===== src/rtl/uart_tx_periph.sv =====
// Memory-mapped 8N1 UART transmitter with a TXDATA/STATUS register pair.
// Define UART_TX_FIFO_EN for a FIFO_DEPTH-entry queue; otherwise a single holding register.
//
// state | meaning
// IDLE  | line high, waiting for a queued byte
// START | start bit (tx low)
// DATA  | eight data bits, LSB first
// STOP  | stop bit (tx high), then next byte or IDLE
module uart_tx_periph #(
    parameter logic [9:0] BASE_ADDR    = 10'h3F0,
    parameter int         CLKS_PER_BIT = 104,
    parameter int         FIFO_DEPTH   = 4
) (
    input  logic        clk,
    input  logic        rst_n,
    input  logic [9:0]  address,
    input  logic [31:0] data_in,
    input  logic [3:0]  width,
    input  logic        write,
    output logic [31:0] data_out,
    output logic        tx
);

    localparam int BAUD_W = $clog2(CLKS_PER_BIT);
    localparam logic [BAUD_W-1:0] BAUD_LAST = BAUD_W'(CLKS_PER_BIT - 1);

    if (CLKS_PER_BIT < 2 || FIFO_DEPTH < 2) begin : g_param_check
        $error("uart_tx_periph: CLKS_PER_BIT and FIFO_DEPTH must be at least 2");
    end

    typedef enum logic [1:0] {IDLE, START, DATA, STOP} state_t;

    state_t            state;
    logic [BAUD_W-1:0] baud_cnt;
    logic [2:0]        bit_idx;
    logic [7:0]        shift;
    logic              overflow;

    logic        hit;
    logic        push_req;
    logic        clr_ovf;
    logic        bit_done;
    logic        pop;
    logic        push;
    logic        busy;
    logic        q_empty;
    logic        q_full;
    logic [7:0]  q_head;
    logic [2:0]  q_count;
    logic [31:0] status;
    logic        unused;

    assign unused   = ^{data_in[31:8], width[3:1], address[1:0]};
    assign hit      = address[9:3] == BASE_ADDR[9:3];
    assign push_req = write && width[0] && hit && !address[2];
    assign clr_ovf  = write && width[0] && hit && address[2] && data_in[3];
    assign bit_done = baud_cnt == '0;

    // The head leaves the queue when a frame starts, either from IDLE or straight out of STOP.
    assign pop  = !q_empty && (state == IDLE || (state == STOP && bit_done));
    assign push = push_req && (!q_full || pop);
    assign busy = (state != IDLE) || !q_empty;

`ifdef UART_TX_FIFO_EN
    localparam int PTR_W = $clog2(FIFO_DEPTH);
    localparam int CNT_W = PTR_W + 1;

    logic [7:0]       mem [FIFO_DEPTH];
    logic [PTR_W-1:0] wr_ptr;
    logic [PTR_W-1:0] rd_ptr;
    logic [CNT_W-1:0] count;

    assign q_empty = count == '0;
    assign q_full  = count == CNT_W'(FIFO_DEPTH);
    assign q_head  = mem[rd_ptr];
    assign q_count = 3'(count);

    always_ff @(posedge clk or negedge rst_n) begin
        if (!rst_n) begin
            wr_ptr <= '0;
            rd_ptr <= '0;
            count  <= '0;
        end else begin
            if (push) wr_ptr <= wr_ptr + PTR_W'(1);
            if (pop)  rd_ptr <= rd_ptr + PTR_W'(1);
            if (push && !pop)
                count <= count + CNT_W'(1);
            else if (pop && !push)
                count <= count - CNT_W'(1);
        end
    end

    // When full, a push lands on the slot being popped this same edge.
    always_ff @(posedge clk) begin
        if (push) mem[wr_ptr] <= data_in[7:0];
    end
`else
    logic [7:0] hold_data;
    logic       hold_valid;

    assign q_empty = !hold_valid;
    assign q_full  = hold_valid;
    assign q_head  = hold_data;
    assign q_count = {2'b00, hold_valid};

    always_ff @(posedge clk or negedge rst_n) begin
        if (!rst_n) begin
            hold_data  <= '0;
            hold_valid <= 1'b0;
        end else if (push) begin
            hold_data  <= data_in[7:0];
            hold_valid <= 1'b1;
        end else if (pop) begin
            hold_valid <= 1'b0;
        end
    end
`endif

    always_ff @(posedge clk or negedge rst_n) begin
        if (!rst_n) begin
            state    <= IDLE;
            baud_cnt <= '0;
            bit_idx  <= '0;
            shift    <= '0;
            tx       <= 1'b1;
        end else begin
            case (state)
                IDLE: begin
                    if (pop) begin
                        state    <= START;
                        baud_cnt <= BAUD_LAST;
                        shift    <= q_head;
                        tx       <= 1'b0;
                    end
                end
                START: begin
                    if (bit_done) begin
                        state    <= DATA;
                        baud_cnt <= BAUD_LAST;
                        bit_idx  <= '0;
                        tx       <= shift[0];
                        shift    <= {1'b0, shift[7:1]};
                    end else begin
                        baud_cnt <= baud_cnt - BAUD_W'(1);
                    end
                end
                DATA: begin
                    if (bit_done) begin
                        baud_cnt <= BAUD_LAST;
                        if (bit_idx == 3'd7) begin
                            state <= STOP;
                            tx    <= 1'b1;
                        end else begin
                            bit_idx <= bit_idx + 3'd1;
                            tx      <= shift[0];
                            shift   <= {1'b0, shift[7:1]};
                        end
                    end else begin
                        baud_cnt <= baud_cnt - BAUD_W'(1);
                    end
                end
                STOP: begin
                    if (bit_done) begin
                        if (pop) begin
                            state    <= START;
                            baud_cnt <= BAUD_LAST;
                            shift    <= q_head;
                            tx       <= 1'b0;
                        end else begin
                            state <= IDLE;
                            tx    <= 1'b1;
                        end
                    end else begin
                        baud_cnt <= baud_cnt - BAUD_W'(1);
                    end
                end
                default: begin
                    state <= IDLE;
                    tx    <= 1'b1;
                end
            endcase
        end
    end

    always_ff @(posedge clk or negedge rst_n) begin
        if (!rst_n)
            overflow <= 1'b0;
        else if (push_req && q_full && !pop)
            overflow <= 1'b1;
        else if (clr_ovf)
            overflow <= 1'b0;
    end

    assign status = {25'd0, q_count, overflow, q_empty, q_full, busy};

    always_ff @(posedge clk or negedge rst_n) begin
        if (!rst_n)
            data_out <= '0;
        else
            data_out <= (hit && address[2]) ? status : 32'd0;
    end

endmodule


===== config.mk =====
export PLATFORM = sky130hd
export DESIGN_NAME = uart_tx_periph
export DESIGN_NICKNAME = d
export VERILOG_FILES = /design/src/rtl/uart_tx_periph.sv
export SDC_FILE = /design/constraint.sdc
export NUM_CORES = 1
export LEC_CHECK = 0
export ABC_AREA = 0
export CAP_MARGIN = 15
export CORE_MARGIN = 4
export CORE_UTILIZATION = 40
export DETAILED_ROUTE_END_ITERATION = 6
export PLACE_DENSITY = 0.79
export SLEW_MARGIN = 30
export SYNTH_ARGS = -nofsm -noshare
export SYNTH_HDL_FRONTEND = slang
export SYNTH_SLANG_ARGS = --single-unit

===== constraint.sdc =====
create_clock -name clk -period 3 [get_ports clk]
set_input_delay 0.45 -clock clk [delete_from_list [all_inputs] [get_ports clk]]
set_output_delay 0.45 -clock clk [all_outputs]
set_load 0.005 [all_outputs]

### Yosys cells after proc, flatten, opt, wreduce, memory -nomap -nowiden

Index checks and enable logic that the tools add are counted.

* register bits after elaboration: 36
* bits in latches: 0
* RAM bits: 0
* bits in read-only memories: 0
* logic and storage cells: 82
* memories: 0

* add/subtract/negate cells: 2
* multiply operators: 0
* divide/modulo/power cells: 0
* $lt $le $gt $ge: 0
* equal/unequal tests: 11
* shift operators: 0
* muxes and demuxes: 32
* bitwise gates (word level): 0
* reduce and logical (&&, ||, !) cells: 28

Operator list (number)
* two-way mux 8 bit: 5
* one-hot mux 8 bit (4 select lines): 1
* two-way mux 7 bit: 3
* one-hot mux 7 bit (3 select lines): 1
* inequality test 2 bit (second input constant): 6
* AND reduction 4 bit: 3
* logical AND 1 bit: 11
* two-way mux 1 bit: 10
* two-way mux 2 bit: 5
* two-way mux 3 bit: 3
* one-hot mux 2 bit (4 select lines): 1
* nonzero test 2 bit: 4
* equality test 7 bit (second input constant): 1
* zero test 7 bit: 1
* subtractor 7 x 1 -> 7 bit (second input constant): 1
* one-hot mux 3 bit (2 select lines): 1
* two-way mux 5 bit: 1
* AND reduction 5 bit: 1
* equality test 2 bit (second input constant): 2
* one-hot mux 1 bit (4 select lines): 1
* adder 3 x 1 -> 3 bit (second input constant): 1
* equality test 3 bit (second input constant): 1
* zero test 1 bit: 3
* logical OR 1 bit: 3
* other kinds (3): 3

### Depth between registers and ports, before layout

* depth after elaboration: 7
* mapped depth: 9
* gate-level depth less buffers: 6

### Worst setup path after synthesis

Ideal clock, no wire load.

* path type: register to register
* start point: register state[1]
* end point: register shift[0]
* arrival: 2303 ps
* required time: 2869 ps
* slack: 566 ps
* cell stages (with the launch flop): 9
* path buffers: 3
* clock period less this slack: 2434 ps
* path through: dfrtp_1 ha_1 clkbuf_1 or4bb_1 o21a_1 clkbuf_1 clkbuf_1 a32o_1 or3_1

* word-level cells in the longest chain between the ends: 7
* elaborated cells between the ends (all ways): 15

RTL lines
* start, declared: RTL line 33 `state_t state;`
* start signal, assigned: RTL line 121 `state <= IDLE;`
* start signal, assigned: RTL line 130 `state <= START;`
* start signal, assigned: RTL line 138 `state <= DATA;`
* equality test 2 bit: RTL line 60, 127
* logical AND 1 bit: RTL line 60 `assign pop = !q_empty && (state == IDLE || (state == STOP && bit_done));`
* logical OR 1 bit: RTL line 60
* logical AND 1 bit: RTL line 60
* two-way mux 8 bit (2 in a row)
* one-hot mux 8 bit (4 select lines): RTL line 127 `case (state)`
* end signal, assigned: RTL line 132 `shift <= q_head;`
* end signal, assigned: RTL line 142 `shift <= {1'b0, shift[7:1]};`
* end signal, assigned: RTL line 156 `shift <= {1'b0, shift[7:1]};`
* end, declared: RTL line 36 `logic [7:0] shift;`

Parallel ways exist; a longest one is shown, timed or not. The select of a mux whose other input is x is not followed.
A chain may end at the register's enable or synchronous reset.

### Final worst setup path

* start point: register baud_cnt[0]
* end point: register shift[3]

* word-level cells in the longest chain between the ends: 7
* elaborated cells between the ends (all ways): 11

RTL lines
* start, declared: RTL line 34 `logic [BAUD_W-1:0] baud_cnt;`
* start signal, assigned: RTL line 144 `baud_cnt <= baud_cnt - BAUD_W'(1);`
* start signal, assigned: RTL line 159 `baud_cnt <= baud_cnt - BAUD_W'(1);`
* start signal, assigned: RTL line 174 `baud_cnt <= baud_cnt - BAUD_W'(1);`
* zero test 7 bit *: RTL line 57 `assign bit_done = baud_cnt == '0;`
* logical AND 1 bit: RTL line 60
* logical OR 1 bit: RTL line 60
* logical AND 1 bit: RTL line 60
* two-way mux 8 bit (2 in a row)
* one-hot mux 8 bit (4 select lines)

Mark *: on every way between the ends. The rest lies on a longest branch, timed or not. The select of a mux whose other input is x is not followed.

==> results.cfg <==
[hold_path]
whs_path_depth = 2
hold_start = tx
min_path_type = flop to flop
hold_path_end = tx

[final_layout]
fillers = 528
n_antenna_cell = 0
nets = 323
drive_gt1_share_pct = 9.74
area_delta_synth_final_pct = 13.3
fin_util_pct = 46.9

[clocking]
clk_latency_ns = 0.29
htreeDepth = 2
cts.sinks = 35
ctsHoldBuffers = 0
clockRootBuffer = clkbuf_8
clk_pin_slew_ns = 0.07
clockBufferDepth = 2
cts_buffers = 5
cts_resized = 0
cts_tree = yes
postCtsSetupRepairBufs = 0

[setup_path]
cp-start-kind = flop
cp_max_fo = 23
r2r-start = baud_cnt[0]
reg2reg_depth = 7
critPathCaptureType = flop
cp_slowest_stage_delay_ns = 0.56
critical_path_required_ns = 3.23
crit_top_cell = or3_1
cp.arrival_ns = 2.82
criticalPathCategory = flop to flop
r2r_slack_ns = 0.41
crit_buf_inv = 2
r2r_end = shift[3]
path_cells = inv_1 -> ha_1 -> or4b_1 -> or3_1 -> buf_4 -> a2111oi_0 -> or3_1
slowest_stage = or4b_1
crit_family = simple AND/OR/NAND/NOR gates

[timing]
hold_viol = 0
rsz0062_at_grt = false
totalNegativeSetupSlack_ns = 0
period_needed_ns = 2.59
relSlewSlack_pct = 44.4
clock_skew_ns = 0.00544
tightest_slew_ns = 0.833
setup_violations = 0
period_share_pct = 86.2
finalMaxSlewViolations = 0
clock.fmax_ghz = 0.387

[drt]
dr.pass1.iters = 4
drtIter0Drc = 135
ant_nets = 0
drc = 0
post_drt_wl_per_cell_um = 12.8
viasPerCell = 5.28
vias = 1789
routed_wl_um = 4330

[job]
drv_cap = 0

[power]
p_seq_share_pct = 49.3
combPwrFrac_pct = 5.2
p_leak_uw = 0.00113
internal-power_uw = 770
sw_frac_of_total_pct = 20.6
p_sw_uw = 200
irDropWorstVdd_mv = 0.248
clkPwrFrac_pct = 45.5
pwr_density_cell_nw_per_um2 = 376

[die]
die_x_um = 83.5
die-area_um2 = 6970
pin_count = 82
rows = 27
fp.coreArea_um2 = 5510
initial_core_util_pct = 41.4
die_h_um = 83.5

[place]
port_buffers = 25
place_hpwl_um = 3050
gp_congestion = 0.803

[global_route]
track_usage_pct = 12.5
antenna_found_initial = 0
grt_max_degree = 36
grt.overflow.total = 0
grt_pass1_wl_um = 7280
grt_pass1_vias = 1652

[yosys]
synth_cell_types = 48
synth.avg_cell_area_um2 = 9.22
synth.area.top_cells = dfrtp_1 (37%), buf_4 (9.2%), mux2_2 (4.4%)
ys_ff_latch = 35
synth_top_area_share_pct = 37.3
yosysMostFrequentCell = dfrtp_1
synth_area_um2 = 2280
synthTopCellsByCount = dfrtp_1 (34), buf_4 (28), inv_1 (18), nand2_1 (18), a21oi_1 (15)
ys_seq_area_share_pct = 38.5
synth_edf_count = 0
async_reset_ff_share_pct = 100
synthCells = 247
synthFlopType = dfrtp_1
yosysWarnings = 0
yosysTopAreaCell = dfrtp_1

[status]
status = complete, no violations
## cells in the final DEF (no fill, tap or decap), types with 2 or more instances in the layout
| cell type | instances |
|---|---|
| o22a_1 | 2 |
| nor2_1 | 11 |
| o22ai_1 | 3 |
| inv_1 | 18 |
| a32o_1 | 7 |
| a211oi_1 | 2 |
| a2111oi_0 | 7 |
| ha_1 | 8 |
| nor2b_1 | 10 |
| nor3_1 | 4 |
| clkbuf_8 | 6 |
| o21ai_0 | 6 |
| dfrtp_1 | 34 |
| a32oi_1 | 2 |
| nand2_1 | 18 |
| a21oi_1 | 15 |
| nand3_1 | 4 |
| clkdlybuf4s50_1 | 25 |
| mux2i_1 | 3 |
| or3_1 | 11 |
| conb_1 | 27 |
| nand2b_1 | 2 |
| a31oi_1 | 4 |
| buf_4 | 4 |
| mux2_2 | 9 |
| and3_1 | 2 |
## power by group through the flow
stage	Combinational (µW)	Clock, µW	Sequential, µW
after floorplan	40.5	0	486
after global placement	50.4	0	487
after detailed placement	51.1	0	487
after CTS	51.2	449	478
after global routing	57.9	474	479
final	50.6	442	478
## layer usage
metal,part of all wire [%],global-route usage [%],vias to the layer above
met5,0,0,-
met3,5.8,2.96,6
li1,-,-,870
met1,42,15.4,858
met4,1.0,3.36,0
met2,52,21.7,55
## worst max-delay path by stage
stage                start      endpoint  slack [ns]  cells after the start
6_report       baud_cnt[0]      shift[3]        0.41                      7
5_1_grt        baud_cnt[0]      shift[3]        0.14                      7
4_1_cts        baud_cnt[0]      shift[3]        0.40                      7
3_5_place_dp   baud_cnt[0]      shift[3]        0.42                      7
3_3_place_gp    address[9]  hold_data[6]        0.51                      5
2_1_floorplan     state[1]      shift[0]        0.57                      8
## state kept, by name, summed over array words and instances (netlist names)
signal / cells
hold_data: 8
shift: 8
baud_cnt: 7
data_out: 4
bit_idx: 3
state: 2
hold_valid: 1
overflow: 1
tx: 1
## through the flow
step	setup slack, ns	total power [µW]	cell area, µm²	hold slack, ns	instances
global route	0.136	1010	2580	0.527	339
finish	0.413	971	2580	0.508	339
detailed placement	0.420	539	2460	0.497	331
CTS	0.400	978	2580	0.514	339
global placement	0.510	538	2460	0.488	331
floorplan	0.566	526	2380	0.154	273
## area by class of cell
cell class                 instances  area, µm²  area share (%)
clock buffer                       6       82.6            3.20
clock inverter                     2       35.0            1.36
inverter                          18       67.6            2.62
multi-input combinational        177       1150            44.5
sequential                        35        877            34.0
tap                               72       90.1            3.49
timing repair buffer              29        280            10.9
## worst min-delay path: stages (launching register included)
cell	delay [ns]
dfstp_2	0.37
o21ai_0	0.07
o41ai_1	0.07
## kinds of logic after synthesis
family	count (synthesis)	share of synthesized area (%)
AOI/OAI and AO/OA	58	18.6
muxes	12	5.77
DFF	35	38.5
adders and majority gates	8	4.39
other	1	0.165
buffers and inverters	61	15.4
and+or+nand+nor	72	17.2
Note: power is estimated with default switching activity, not from simulation.
